--- config.mk ---
export PLATFORM = sky130hd
export DESIGN_NAME = inst_fetch_ctrl
export DESIGN_NICKNAME = d
export VERILOG_FILES = /design/src/rtl/inst_fetch_ctrl.sv
export SDC_FILE = /design/constraint.sdc
export NUM_CORES = 1
export LEC_CHECK = 0
export ABC_AREA = 0
export CAP_MARGIN = 25
export CORE_UTILIZATION = 40
export CTS_BUF_LIST = sky130_fd_sc_hd__clkbuf_8
export CTS_CLUSTER_SIZE = 25
export DETAILED_ROUTE_END_ITERATION = 12
export GPL_TIMING_DRIVEN = 0
export PLACE_DENSITY = 0.62
export SLEW_MARGIN = 30
export SYNTH_ARGS = -nofsm -noshare
export SYNTH_HDL_FRONTEND = slang
export SYNTH_SLANG_ARGS = --single-unit
--- constraint.sdc ---
create_clock -name clk -period 7.2 [get_ports clk]
set_input_delay 1.44 -clock clk [delete_from_list [all_inputs] [get_ports clk]]
set_output_delay 1.44 -clock clk [all_outputs]
set_load 0.05 [all_outputs]
--- src/rtl/inst_fetch_ctrl.sv ---
`default_nettype none
// ============================================================================
// Module      : inst_fetch_ctrl
// Description : Byte-serial instruction fetch sequencer. Reads one byte per
//               cycle from a byte-wide instruction memory, assembles four
//               bytes little-endian into a 32-bit instruction and queues it,
//               with its PC, in a small prefetch FIFO. Decode consumes the
//               FIFO head with a valid/ready handshake. Redirects restart
//               fetch at a new PC and flush all buffered and in-flight work.
// Ports       : clk, reset           - clock, synchronous active-high reset
//               redirect_valid/addr  - one-cycle restart request and new PC
//               mem_rd_en/addr       - registered byte read request
//               mem_rdata            - read data, valid 1 cycle after request
//               inst_valid/ready     - FIFO head handshake
//               inst_out/inst_pc     - instruction and PC at FIFO head
//               fault                - sticky fetch fault (bound/alignment)
// Revision    : 1.0 - initial release
// ============================================================================
module inst_fetch_ctrl #(
    parameter logic [63:0] RESET_PC   = 64'h0,
    parameter int unsigned MEM_BYTES  = 160,
    parameter int unsigned FIFO_DEPTH = 2
) (
    input  logic        clk,
    input  logic        reset,
    input  logic        redirect_valid,
    input  logic [63:0] redirect_addr,
    output logic        mem_rd_en,
    output logic [63:0] mem_addr,
    input  logic [7:0]  mem_rdata,
    output logic        inst_valid,
    input  logic        inst_ready,
    output logic [31:0] inst_out,
    output logic [63:0] inst_pc,
    output logic        fault
);

    localparam int unsigned        C_PTR_W     = $clog2(FIFO_DEPTH);
    localparam int unsigned        C_CNT_W     = C_PTR_W + 1;
    localparam logic [C_CNT_W:0]   C_DEPTH     = (C_CNT_W + 1)'(FIFO_DEPTH);
    localparam logic [63:0]        C_MEM_BYTES = 64'(MEM_BYTES);

    localparam logic [1:0] C_ST_FETCH = 2'd0;
    localparam logic [1:0] C_ST_WAIT  = 2'd1;
    localparam logic [1:0] C_ST_FAULT = 2'd2;

    // ------------------------------------------------------------------------
    // State
    // ------------------------------------------------------------------------
    logic [1:0]         state_q,     state_d;
    logic [1:0]         byte_idx_q,  byte_idx_d;   // next byte of word to issue
    logic [63:0]        fetch_pc_q,  fetch_pc_d;   // base PC of word being issued
    logic               mem_rd_en_q, mem_rd_en_d;
    logic [63:0]        mem_addr_q,  mem_addr_d;
    logic               rsp_valid_q, rsp_valid_d;  // mem_rdata carries a live byte
    logic [63:0]        rsp_addr_q,  rsp_addr_d;   // address that byte came from
    logic [23:0]        asm_q,       asm_d;        // bytes 0..2 of word in assembly
    logic [31:0]        fifo_inst_q [FIFO_DEPTH];
    logic [31:0]        fifo_inst_d [FIFO_DEPTH];
    logic [63:0]        fifo_pc_q   [FIFO_DEPTH];
    logic [63:0]        fifo_pc_d   [FIFO_DEPTH];
    logic [C_PTR_W-1:0] wr_ptr_q,    wr_ptr_d;
    logic [C_PTR_W-1:0] rd_ptr_q,    rd_ptr_d;
    logic [C_CNT_W-1:0] count_q,     count_d;
    // Words started but not yet pushed; they hold a reserved FIFO slot so a
    // word is never issued unless it is guaranteed somewhere to land.
    logic [C_CNT_W-1:0] inflight_q,  inflight_d;

    // ------------------------------------------------------------------------
    // Combinational helpers
    // ------------------------------------------------------------------------
    logic               w_push;
    logic               w_pop;
    logic [C_CNT_W:0]   w_occ;
    logic               w_room;
    logic               w_word_oob;
    logic               w_redir_bad;
    logic               w_word_start;

    // Words are always aligned, so the low address bits of a response are the
    // byte lane it belongs to; lane 3 completes the word.
    assign w_push      = rsp_valid_q && (rsp_addr_q[1:0] == 2'd3) && !redirect_valid;
    assign w_pop       = (count_q != '0) && inst_ready && !redirect_valid;
    assign w_occ       = {1'b0, count_q} + {1'b0, inflight_q};
    assign w_room      = (w_occ < C_DEPTH);
    assign w_word_oob  = ((fetch_pc_q + 64'd3) >= C_MEM_BYTES);
    assign w_redir_bad = (redirect_addr[1:0] != 2'b00) ||
                         ((redirect_addr + 64'd3) >= C_MEM_BYTES);

    always_comb begin
        state_d      = state_q;
        byte_idx_d   = byte_idx_q;
        fetch_pc_d   = fetch_pc_q;
        mem_rd_en_d  = 1'b0;
        mem_addr_d   = mem_addr_q;
        rsp_valid_d  = mem_rd_en_q;
        rsp_addr_d   = mem_addr_q;
        asm_d        = asm_q;
        fifo_inst_d  = fifo_inst_q;
        fifo_pc_d    = fifo_pc_q;
        wr_ptr_d     = wr_ptr_q;
        rd_ptr_d     = rd_ptr_q;
        count_d      = count_q;
        inflight_d   = inflight_q;
        w_word_start = 1'b0;

        // --------------------------------------------------------------------
        // Response side: runs regardless of issue state so that a word whose
        // last byte is in flight when a bound fault hits is still delivered.
        // --------------------------------------------------------------------
        if (rsp_valid_q) begin
            case (rsp_addr_q[1:0])
                2'd0:    asm_d[7:0]   = mem_rdata;
                2'd1:    asm_d[15:8]  = mem_rdata;
                2'd2:    asm_d[23:16] = mem_rdata;
                default: asm_d        = asm_q;
            endcase
        end

        if (w_push) begin
            fifo_inst_d[wr_ptr_q] = {mem_rdata, asm_q};
            fifo_pc_d[wr_ptr_q]   = {rsp_addr_q[63:2], 2'b00};
            wr_ptr_d              = wr_ptr_q + C_PTR_W'(1);
        end
        if (w_pop) begin
            rd_ptr_d = rd_ptr_q + C_PTR_W'(1);
        end
        case ({w_push, w_pop})
            2'b10:   count_d = count_q + C_CNT_W'(1);
            2'b01:   count_d = count_q - C_CNT_W'(1);
            default: count_d = count_q;
        endcase

        // --------------------------------------------------------------------
        // Issue side
        // --------------------------------------------------------------------
        case (state_q)
            C_ST_FETCH: begin
                if (byte_idx_q == 2'd0) begin
                    if (w_word_oob) begin
                        state_d = C_ST_FAULT;
                    end else if (w_room) begin
                        mem_rd_en_d  = 1'b1;
                        mem_addr_d   = fetch_pc_q;
                        byte_idx_d   = 2'd1;
                        w_word_start = 1'b1;
                    end else begin
                        state_d = C_ST_WAIT;
                    end
                end else begin
                    mem_rd_en_d = 1'b1;
                    mem_addr_d  = fetch_pc_q + {62'b0, byte_idx_q};
                    byte_idx_d  = byte_idx_q + 2'd1;
                    if (byte_idx_q == 2'd3) begin
                        fetch_pc_d = fetch_pc_q + 64'd4;
                    end
                end
            end
            C_ST_WAIT: begin
                if (w_room) begin
                    state_d = C_ST_FETCH;
                end
            end
            C_ST_FAULT: begin
                state_d = C_ST_FAULT;
            end
            default: begin
                state_d = C_ST_FETCH;
            end
        endcase

        inflight_d = inflight_q + C_CNT_W'(w_word_start) - C_CNT_W'(w_push);

        // --------------------------------------------------------------------
        // Redirect overrides everything: flush the FIFO, abandon the word in
        // assembly and kill the response to this cycle's request. A good
        // target issues its first byte straight away.
        // --------------------------------------------------------------------
        if (redirect_valid) begin
            wr_ptr_d    = '0;
            rd_ptr_d    = '0;
            count_d     = '0;
            rsp_valid_d = 1'b0;
            asm_d       = '0;
            fetch_pc_d  = redirect_addr;
            if (w_redir_bad) begin
                state_d     = C_ST_FAULT;
                mem_rd_en_d = 1'b0;
                byte_idx_d  = 2'd0;
                inflight_d  = '0;
            end else begin
                state_d     = C_ST_FETCH;
                mem_rd_en_d = 1'b1;
                mem_addr_d  = redirect_addr;
                byte_idx_d  = 2'd1;
                inflight_d  = C_CNT_W'(1);
            end
        end
    end

    always_ff @(posedge clk) begin
        if (reset) begin
            state_q     <= C_ST_FETCH;
            byte_idx_q  <= 2'd0;
            fetch_pc_q  <= RESET_PC;
            mem_rd_en_q <= 1'b0;
            mem_addr_q  <= '0;
            rsp_valid_q <= 1'b0;
            rsp_addr_q  <= '0;
            asm_q       <= '0;
            fifo_inst_q <= '{default: '0};
            fifo_pc_q   <= '{default: '0};
            wr_ptr_q    <= '0;
            rd_ptr_q    <= '0;
            count_q     <= '0;
            inflight_q  <= '0;
        end else begin
            state_q     <= state_d;
            byte_idx_q  <= byte_idx_d;
            fetch_pc_q  <= fetch_pc_d;
            mem_rd_en_q <= mem_rd_en_d;
            mem_addr_q  <= mem_addr_d;
            rsp_valid_q <= rsp_valid_d;
            rsp_addr_q  <= rsp_addr_d;
            asm_q       <= asm_d;
            fifo_inst_q <= fifo_inst_d;
            fifo_pc_q   <= fifo_pc_d;
            wr_ptr_q    <= wr_ptr_d;
            rd_ptr_q    <= rd_ptr_d;
            count_q     <= count_d;
            inflight_q  <= inflight_d;
        end
    end

    assign mem_rd_en  = mem_rd_en_q;
    assign mem_addr   = mem_addr_q;
    assign inst_valid = (count_q != '0);
    assign inst_out   = fifo_inst_q[rd_ptr_q];
    assign inst_pc    = fifo_pc_q[rd_ptr_q];
    assign fault      = (state_q == C_ST_FAULT);

endmodule
`default_nettype wire

### Word-level counts from Yosys, hierarchy flattened

Index checks and enable logic that the tools add are counted.

* register bits: 420
* latch bits: 0
* RAM bits: 0
* memory bits (read-only): 0
* memories: 0

* add/sub/neg operators: 12
* $mul: 0
* divide/modulo/power cells: 0
* magnitude comparators: 6
* equal/unequal tests: 14
* shift-type cells: 0
* multiplexer cells: 45
* bitwise logic cells: 2
* reductions and logical operators: 22

Operators by type and width (count)
* two-way mux 64 bit: 14
* adder 64 x 2 -> 64 bit, second input constant: 2
* bitwise mux 128 bit: 1
* greater-or-equal comparator 64 x 8 -> 1 bit, second input constant: 2
* two-way mux 32 bit: 4
* adder 64 x 2 -> 64 bit: 1
* adder 64 x 3 -> 64 bit, second input constant: 1
* bitwise mux 64 bit: 1
* demux 64 bit (select 1 bit): 1
* demux 32 bit (select 1 bit): 1
* two-way mux 2 bit: 12
* inequality test 3 bit, second input constant: 4
* equality test 2 bit, second input constant: 5
* nonzero test 2 bit: 5
* two-way mux 1 bit: 9
* AND reduction 3 bit: 3
* equality test 2 x 1 -> 1 bit, second input constant: 3
* logical NOT 2 bit: 3
* one-hot mux 2 bit (3 select lines): 1
* AND reduction 2 bit: 3
* logical AND 1 bit: 5
* adder 2 x 1 -> 2 bit, second input constant: 2
* greater-or-equal comparator 2 bit, second input constant: 2
* inequality test 4 bit, second input constant: 1
* other kinds (13): 15

### Longest topological paths before layout

Gate-level depths: netlist of run 1.

* depth after elaboration: 9
* gate-level depth with buffers: 16
* depth with buffers taken out: 15

### Worst setup path after synthesis of run 1

Ideal clock, no wire load.

* path kind: input-to-reg
* start: input redirect_addr[17]
* end: register mem_addr_q[2], in the netlist mem_addr[2]
* data arrival time: 4154 ps
* slack: 2924 ps
* stages: 11
* cells stage by stage: nand3_1 -> or4_4 -> nor4_4 -> nand4_1 -> a21oi_1 -> a31oi_1 -> or4_1 -> buf_2 -> o21ai_4 -> nor2_1 -> a221o_1

* word-level cells in the longest chain between the ends: 5

Ends and longest elaborated chain
* start: declaration: line 27 `input logic [63:0] redirect_addr,`
* adder 64 x 2 -> 64 bit: line 88 `((redirect_addr + 64'd3) >= C_MEM_BYTES);`
* greater-or-equal comparator 64 x 8 -> 1 bit: line 88
* logical OR 1 bit: line 87 `assign w_redir_bad = (redirect_addr[1:0] != 2'b00) ||`
* two-way mux 64 bit: line 186 `if (w_redir_bad) begin`
* two-way mux 64 bit: line 179 `if (redirect_valid) begin`
* end signal: assignment: line 222 `mem_addr_q <= mem_addr_d;`
* end: declaration: line 54 `logic [63:0] mem_addr_q, mem_addr_d;`

No other way between the ends.
A chain may end at the register's enable or synchronous reset.

### Worst setup path in the final report of run 1

* start: input redirect_addr[29]
* end: register mem_addr_q[14], in the netlist mem_addr[14]

The elaborated chain is that of the path after synthesis.

==> results of run 1 <==
-- power by group through the flow --
stage               logic [mW]  registers [mW]  clock network (mW)
floorplan                0.256            2.47                   0
global placement         0.549            2.43                   0
detailed placement       0.551            2.43                   0
CTS                      0.553            2.38                2.31
global route             0.592            2.39                2.42
finish                   0.564            2.38                2.28
-- routing by layer --
metal | up-vias | routed length (µm) | global-route usage [%]
li1 | 10380 | - | -
met1 | 10770 | 38250 | 42.46
met2 | 1077 | 46010 | 59.31
met3 | 269 | 7152 | 5.920
met4 | 0 | 6386 | 21.16
met5 | - | 0 | 0
-- cells by family (layout without fill, tap and decap cells) --
group	after synthesis	after routing	share of synthesized area [%]
compound gates	621	621	16.76
xor+xnor	91	91	3.728
fa+ha+maj	10	10	0.6555
buf+inv	258	625	5.074
flops	416	416	38.95
mux	131	131	6.695
other cells	1	3	0.01754
simple gates	1229	1229	28.12
-- flip-flops by register name, summed over array words and instances, names as in the netlist, 2 cells and up --
| signal | flops |
|---|---|
| asm_q | 24 |
| byte_idx_q | 2 |
| count_q | 2 |
| fetch_pc_q | 64 |
| fifo_inst_q | 64 |
| fifo_pc_q | 124 |
| inflight_q | 2 |
| mem_addr | 64 |
| rsp_addr_q | 64 |
| state_q | 2 |
-- how the worst min path moves through the flow --
| stage | startpoint | endpoint | cells past startpoint |
|---|---|---|---|
| finish | rsp_addr_q[42]$_SDFF_PP0_ | fifo_pc_q[106]$_SDFFE_PP0P_ | 2 |
| global route | rsp_addr_q[42]$_SDFF_PP0_ | fifo_pc_q[106]$_SDFFE_PP0P_ | 2 |
| CTS | rsp_addr_q[42]$_SDFF_PP0_ | fifo_pc_q[106]$_SDFFE_PP0P_ | 2 |
| detailed placement | rsp_addr_q[3]$_SDFF_PP0_ | fifo_pc_q[67]$_SDFFE_PP0P_ | 2 |
| global placement | rsp_addr_q[8]$_SDFF_PP0_ | fifo_pc_q[8]$_SDFFE_PP0P_ | 2 |
| floorplan | rsp_addr_q[36]$_SDFF_PP0_ | fifo_pc_q[100]$_SDFFE_PP0P_ | 2 |
-- cell usage in the layout, fill, tap and decap left out, types with 35 or more instances in the layout --
| cell type | n |
|---|---|
| sky130_fd_sc_hd__a21oi_1 | 344 |
| sky130_fd_sc_hd__clkbuf_1 | 164 |
| sky130_fd_sc_hd__clkbuf_8 | 94 |
| sky130_fd_sc_hd__clkdlybuf4s50_1 | 234 |
| sky130_fd_sc_hd__dfxtp_1 | 416 |
| sky130_fd_sc_hd__inv_1 | 46 |
| sky130_fd_sc_hd__mux2_2 | 96 |
| sky130_fd_sc_hd__mux2i_1 | 35 |
| sky130_fd_sc_hd__nand2_1 | 491 |
| sky130_fd_sc_hd__nand3_1 | 70 |
| sky130_fd_sc_hd__nand4_1 | 96 |
| sky130_fd_sc_hd__nor2_1 | 229 |
| sky130_fd_sc_hd__nor2b_1 | 65 |
| sky130_fd_sc_hd__nor3_1 | 57 |
| sky130_fd_sc_hd__o21ai_0 | 86 |
| sky130_fd_sc_hd__o21ai_1 | 37 |
| sky130_fd_sc_hd__or3_1 | 45 |
| sky130_fd_sc_hd__xnor2_1 | 49 |
| sky130_fd_sc_hd__xor2_1 | 42 |
-- layout make-up --
cell class / instances / area [µm²] / area share (%)
Multi-Input combinational cell: 2084 / 12010 / 45.85
Sequential cell: 416 / 8328 / 31.79
Timing Repair Buffer: 237 / 2360 / 9.008
Clock buffer: 94 / 1294 / 4.939
Buffer: 234 / 999.7 / 3.816
Tap cell: 688 / 860.8 / 3.286
Clock inverter: 36 / 251.5 / 0.9600
Inverter: 24 / 90.09 / 0.3439
Antenna cell: 1 / 2.502 / 0.009552
-- worst min-delay path, delay by kind of cell (launching register included) --
kind,cells,cell delay (ns)
AND/OR/NAND/NOR,1,0.05
flip-flops,1,0.31
AO/OA/AOI/OAI,1,0.05
==> flow_summary.rst, run 1 <==
.. list-table::
   :header-rows: 1

   * - Metric
     - Value
   * - Final critical-path required period
     - 5.882 ns
   * - Number of enable-type register cells in the synthesized netlist
     - 0
   * - Top delay family on crit path
     - simple AND/OR/NAND/NOR gates
   * - Proportion of netlist area held by the largest area contributor
     - 38.95%
   * - Post-CTS Setup Bufs
     - 0
   * - Post-synthesis cell type count
     - 80
   * - Clock latency on the worst-skew pair
     - 0.68 ns
   * - Fin worst setup slack
     - 1.318 ns
   * - Cell at the root of the clock tree
     - sky130_fd_sc_hd__clkbuf_8
   * - Source of the worst register-to-register timing path
     - fetch_pc_q[38]$_SDFFE_PP0P_
   * - Number of violations reported at the end of detailed-routing iteration 0
     - 1905
   * - Via count of the first global-routing pass
     - 21.53k
   * - Total overflow reported by the global router
     - 0
   * - Horizontal extent of the die
     - 233.2 µm
   * - Die Ht
     - 233.2 µm
   * - Max-slew violation count
     - 0
   * - Post-DP Area
     - 0.02464 mm²
   * - Synth area leaders
     - sky130_fd_sc_hd__dfxtp_1 (39%), sky130_fd_sc_hd__nand2_1 (8.6%), sky130_fd_sc_hd__a21oi_1 (8.1%), sky130_fd_sc_hd__mux2_2 (5.1%), sky130_fd_sc_hd__nor2_1 (4.0%)
   * - Endpoint of the most critical setup path
     - mem_addr[14]$_SDFF_PP0_
   * - Cell taking the most area after synthesis
     - sky130_fd_sc_hd__dfxtp_1
   * - Share of flip-flops with an asynchronous set or reset after synthesis
     - 0%
   * - Count of fill cells added during filler insertion
     - 5226
   * - Type of element launching the critical path
     - input pin
   * - Area of the die
     - 0.05438 mm²
   * - Worst-margin pin slew
     - 1.050 ns
   * - Synth Cell Area
     - 0.02138 mm²
   * - Maximum achievable frequency
     - 0.1700 GHz
   * - Sequential-to-total area share from yosys stat
     - 38.95%
   * - VDD IR-drop max
     - 0.1261 mV
   * - Drt via density
     - 5.897
   * - Worst min-delay path class
     - register to register
   * - Flip-flop and latch count after synthesis
     - 416
   * - CTS max path bufs
     - 3
   * - Clock share of power
     - 43.7%
   * - Post-CTS Hold Fix Bufs
     - 0
   * - Outcome
     - finished clean
   * - Nets@finish
     - 3156
   * - Max-cap check violation count
     - 0
   * - Mean cell area of the mapped netlist
     - 7.755 µm²
   * - Final Instance Count excl. Fillers
     - 3814
   * - Number of antenna violations at the first check in global routing
     - 3
   * - Final HPWL DP
     - 76150 µm
   * - Minimum hold slack
     - 0.4342 ns
   * - Sequential share of power
     - 45.6%
   * - Crit. End Element
     - register
   * - Ratio of cells with drive above 1 in the final layout
     - 9.504%
   * - Total GRT Usage
     - 35.44%
   * - Reg-to-reg critical path endpoint
     - mem_addr[42]$_SDFF_PP0_
   * - Most common cell in the netlist
     - sky130_fd_sc_hd__nand2_1
   * - Final core utilization
     - 49.75%
   * - Largest driver fanout on the critical path
     - 10
   * - Kind of critical path
     - input pin to register
   * - Clock skew
     - 0.04101 ns
   * - Relative slew margins
     - 29.39%
   * - Cell area power density
     - 199.7 mW/mm²
   * - Synth warn
     - 0
   * - # H-tree levels
     - 3
   * - R2R depth
     - 11
   * - Sw Share
     - 27.88%
   * - Crit-path max cell delay
     - 0.69 ns
   * - Internal portion of total power
     - 3.773 mW
   * - Cell depth of the worst setup path
     - 14
   * - Final weighted congestion of routability-driven global placement
     - 1.017
   * - Cell type of the slowest stage on the worst timing path
     - sky130_fd_sc_hd__or4_1
   * - Post-cts repair resize count
     - 0
   * - Number of endpoints with negative hold slack in the final report
     - 0
   * - Buf/Inv on CP
     - 5
   * - Via count
     - 22.49k
   * - Most used DFF post-synth
     - sky130_fd_sc_hd__dfxtp_1
   * - Crit path arrival time
     - 6.39 ns
   * - Gate power share
     - 10.8%
   * - R2R setup slack
     - 1.71 ns
   * - Final setup TNS
     - 0 ns
   * - Final design area excluding fillers
     - 0.02620 mm²
   * - Router iterations before antenna repair
     - 5
   * - CORE AREA
     - 0.05266 mm²
   * - CTS clk-pin slew, worst paths
     - 0.06 ns
   * - Detailed-route wire length
     - 97800 µm
   * - Final period utilization
     - 81.70%
   * - DRC viols
     - 0
   * - Required time at the worst-slack endpoint
     - 7.71 ns
   * - Cts bufs inserted
     - 73
   * - Critical Path Source
     - redirect_addr[29]
   * - Initial standard-cell utilization of the core
     - 40.60%
   * - Synthesized netlist cell count
     - 2757
   * - DRT antenna net count
     - 0
   * - Cells after DPL
     - 3683
   * - Number of setup violations in the final report
     - 0
   * - Top cells by count, synth
     - sky130_fd_sc_hd__nand2_1 (491), sky130_fd_sc_hd__dfxtp_1 (416), sky130_fd_sc_hd__a21oi_1 (344)
   * - Sink Count
     - 416
   * - Pleak
     - 8.718 nW
   * - Wire length of the first global-routing pass
     - 142100 µm
   * - Cells traversed along the worst timing path
     - clkdlybuf4s50_1 -> and4_1 -> clkbuf_1 -> and4bb_1 -> buf_2 -> and3_1 -> and4_1 -> o31ai_1 -> nand4_1 -> or4_1 -> buf_2 -> o21ai_4 -> clkbuf_1 -> a21oi_1
   * - TritonCTS clock tree
     - done
   * - Maximum number of pins on one net before global-route repair
     - 12
   * - Total Power Consumption
     - 5.231 mW
   * - Layout overhead on the synthesized area
     - 22.52%
   * - Average routed wire per standard cell
     - 25.64 µm
   * - Reported net switching power
     - 1.458 mW
   * - Boundary Pins
     - 239
   * - Std-Cell Rows
     - 84
   * - Port bufs
     - 234
   * - Worst slack, placed
     - 0.7693 ns
   * - Unrepaired setup endpoints after global routing
     - false
Power figures use the tool's default switching activity.
==> run 2, diff against run 1 <==
- clock period: 7.2 -> 5.6 ns (I/O delays scaled with it)
==> flow_summary.rst, run 2 (same netlist as run 1, synthesis figures left out) <==
.. list-table::
   :header-rows: 1

   * - Metric
     - Value
   * - Post-DP Area
     - 0.02464 mm² (unchanged)
   * - Unrepaired setup endpoints after global routing
     - false
   * - Leading cell types in the layout, fill and taps excluded
     - sky130_fd_sc_hd__nand2_1 (491), sky130_fd_sc_hd__dfxtp_1 (416), sky130_fd_sc_hd__a21oi_1 (344)
   * - Final design area excluding fillers
     - 0.02621 mm² (about the same)
   * - VDD IR-drop max
     - 0.1628 mV (+29%)
   * - Clock latency on the worst-skew pair
     - 0.69 ns (about the same)
   * - DRC viols
     - 0 (unchanged)
   * - Gate power share
     - 10.8% (about the same)
   * - Relative slew margins
     - 27.47% (-1.9 points)
   * - Most common cell after layout, fill and taps aside
     - sky130_fd_sc_hd__nand2_1
   * - Ratio of cells with drive above 1 in the final layout
     - 9.536% (+0.032 points)
   * - Final HPWL DP
     - 76150 µm (unchanged)
   * - Final weighted congestion of routability-driven global placement
     - 1.017 (unchanged)
   * - Hold_sp
     - rsp_addr_q[42]$_SDFF_PP0_
   * - Worst min-delay path class
     - register to register
   * - Minimum hold slack
     - 0.4336 ns (-0.0005370 ns)
   * - Buf/Inv on CP
     - 5 (unchanged)
   * - CORE AREA
     - 0.05266 mm² (unchanged)
   * - Cell at the root of the clock tree
     - sky130_fd_sc_hd__clkbuf_8
   * - Final critical-path required period
     - 5.570 ns
   * - Boundary Pins
     - 239 (unchanged)
   * - Number of setup violations in the final report
     - 0 (unchanged)
   * - Average routed wire per standard cell
     - 25.68 µm (+0.13%)
   * - Top delay family on crit path
     - simple AND/OR/NAND/NOR gates
   * - Std-Cell Rows
     - 84 (unchanged)
   * - Kind of critical path
     - input pin to register
   * - Clock skew
     - 0.04279 ns (+0.001777 ns)
   * - Type of element launching the critical path
     - input pin
   * - Horizontal extent of the die
     - 233.2 µm (unchanged)
   * - Final core utilization
     - 49.78% (about the same)
   * - Die Ht
     - 233.2 µm (unchanged)
   * - Router iterations before antenna repair
     - 5 (unchanged)
   * - Largest driver fanout on the critical path
     - 10 (unchanged)
   * - Detailed-route wire length
     - 97950 µm (+0.16%)
   * - Initial standard-cell utilization of the core
     - 40.60% (unchanged)
   * - Port bufs
     - 234 (unchanged)
   * - Biggest register
     - fifo_pc_q
   * - Via count of the first global-routing pass
     - 21.53k (unchanged)
   * - Pleak
     - 8.727 nW (+0.11%)
   * - Total overflow reported by the global router
     - 0 (unchanged)
   * - Via count
     - 22.47k (-0.076%)
   * - Cell type of the slowest stage on the worst timing path
     - sky130_fd_sc_hd__or4_1
   * - Number of violations reported at the end of detailed-routing iteration 0
     - 1890 (-0.79%)
   * - Drt via density
     - 5.891 (-0.10%)
   * - Required time at the worst-slack endpoint
     - 6.12 ns (-1.59 ns)
   * - Maximum number of pins on one net before global-route repair
     - 12 (unchanged)
   * - Source of the worst register-to-register timing path
     - fetch_pc_q[15]$_SDFFE_PP0P_
   * - Sequential share of power
     - 45.5% (about the same)
   * - Number of antenna violations at the first check in global routing
     - 3 (unchanged)
   * - Internal portion of total power
     - 4.851 mW (+29%)
   * - Sw Share
     - 27.91% (+0.028 points)
   * - # H-tree levels
     - 3 (unchanged)
   * - Area of the die
     - 0.05438 mm² (unchanged)
   * - Wire length of the first global-routing pass
     - 142100 µm (unchanged)
   * - Worst-margin pin slew
     - 1.088 ns (+0.03847 ns)
   * - Cells after DPL
     - 3683 (unchanged)
   * - Max-slew violation count
     - 0 (unchanged)
   * - Final period utilization
     - 99.46%
   * - CTS clk-pin slew, worst paths
     - 0.06 ns (about the same)
   * - DRT antenna net count
     - 0 (unchanged)
   * - Layout overhead on the synthesized area
     - 22.60% (about the same)
   * - Sink Count
     - 416 (unchanged)
   * - Final Instance Count excl. Fillers
     - 3815 (+0.026%)
   * - Cell area power density
     - 256.7 mW/mm² (+29%)
   * - Crit. End Element
     - register
   * - Max-cap check violation count
     - 0 (unchanged)
   * - Reported net switching power
     - 1.878 mW (+29%)
   * - Critical Path Source
     - redirect_addr[29]
   * - Total GRT Usage
     - 35.44% (unchanged)
   * - Maximum achievable frequency
     - 0.1795 GHz
   * - Crit path arrival time
     - 6.08 ns (-0.31 ns)
   * - Crit-path max cell delay
     - 0.69 ns (about the same)
   * - Post-CTS Setup Bufs
     - 0 (unchanged)
   * - TritonCTS clock tree
     - done
   * - Cells traversed along the worst timing path
     - clkdlybuf4s50_1 -> and4_1 -> clkbuf_1 -> and4bb_1 -> buf_2 -> and3_1 -> and4_1 -> o31ai_1 -> nand4_1 -> or4_1 -> buf_2 -> o21ai_4 -> clkbuf_1 -> a21oi_1
   * - Number of endpoints with negative hold slack in the final report
     - 0 (unchanged)
   * - Outcome
     - finished clean
   * - Flip-flop count of the largest register after layout
     - 124 (unchanged)
   * - Nets@finish
     - 3156 (unchanged)
   * - CTS max path bufs
     - 3 (unchanged)
   * - Post-CTS Hold Fix Bufs
     - 0 (unchanged)
   * - Cts bufs inserted
     - 73 (unchanged)
   * - Clock share of power
     - 43.7% (about the same)
[run 2: cell types whose count changed in the layout (fill, tap and decap cells not counted), sizes merged]
cell   previous run  this run
diode             1         2
[run 2: per-layer routing]
layer / track usage, % / vias to the layer above / part of all wire (%)
met3: 5.920 / 257 / 7.2
met4: 21.16 / 0 / 6.3
met2: 59.31 / 1087 / 47
met1: 42.46 / 10750 / 39
li1: - / 10380 / -
met5: 0 / - / 0
[run 2: worst paths after layout]
check	endpoint	slack, ns	depth (start not counted)
worst max-delay path	mem_addr[14]$_SDFF_PP0_	0.03	14
worst min-delay path	fifo_pc_q[106]$_SDFFE_PP0P_	0.43	2
worst max register to register	mem_addr[42]$_SDFF_PP0_	0.22	11
worst min register to register	fifo_pc_q[106]$_SDFFE_PP0P_	0.43	2
[run 2: area by class of cell]
| class | count | area [µm²] |
|---|---|---|
| plain buffers | 234 | 999.7 |
| fillers | 5224 | 26440 |
| flip-flops and latches | 416 | 8328 |
| well taps | 688 | 860.8 |
| inverters | 24 | 90.09 |
| multi-input cells | 2084 | 12020 |
| clock buffers | 94 | 1294 |
| repair buffers | 237 | 2360 |
| diodes | 2 | 5.005 |
| clock inverters | 36 | 251.5 |
[run 2: per-stage QoR]
| stage | power (mW) | setup TNS, ns | setup WS (ns) |
|---|---|---|---|
| floorplan | 3.504 | 0 | 1.644 |
| global route | 6.943 | 0 | 0.05271 |
| finish | 6.729 | 0 | 0.03035 |
| global placement | 3.831 | -25.35 | -0.4856 |
| detailed placement | 3.835 | -25.78 | -0.5107 |
| CTS | 6.748 | 0 | 0.1866 |
[run 2: timing repair]
item                       in CTS  in global routing
gates resized for setup         0                  2
setup endpoints to repair       0                 25
hold endpoints to repair        0                  0
[run 2: power by group through the flow]
stage	Sequential (mW)	Clock [mW]	Combinational, mW
after floorplan	3.17	0	0.329
after global placement	3.13	0	0.706
after detailed placement	3.13	0	0.708
after CTS	3.06	2.97	0.712
after global routing	3.07	3.11	0.762
final	3.06	2.94	0.727
[run 2: worst min-delay path, stage by stage, from the launching register on]
cell	delay [ns]
sky130_fd_sc_hd__dfxtp_1	0.31
sky130_fd_sc_hd__nand2_1	0.05
sky130_fd_sc_hd__a21oi_1	0.05
==> run 3, diff against run 2 <==
- TNS_END_PERCENT: default -> 20
==> results of run 3 <==
The final DEF is identical to that of run 2; final timing and power are the same.
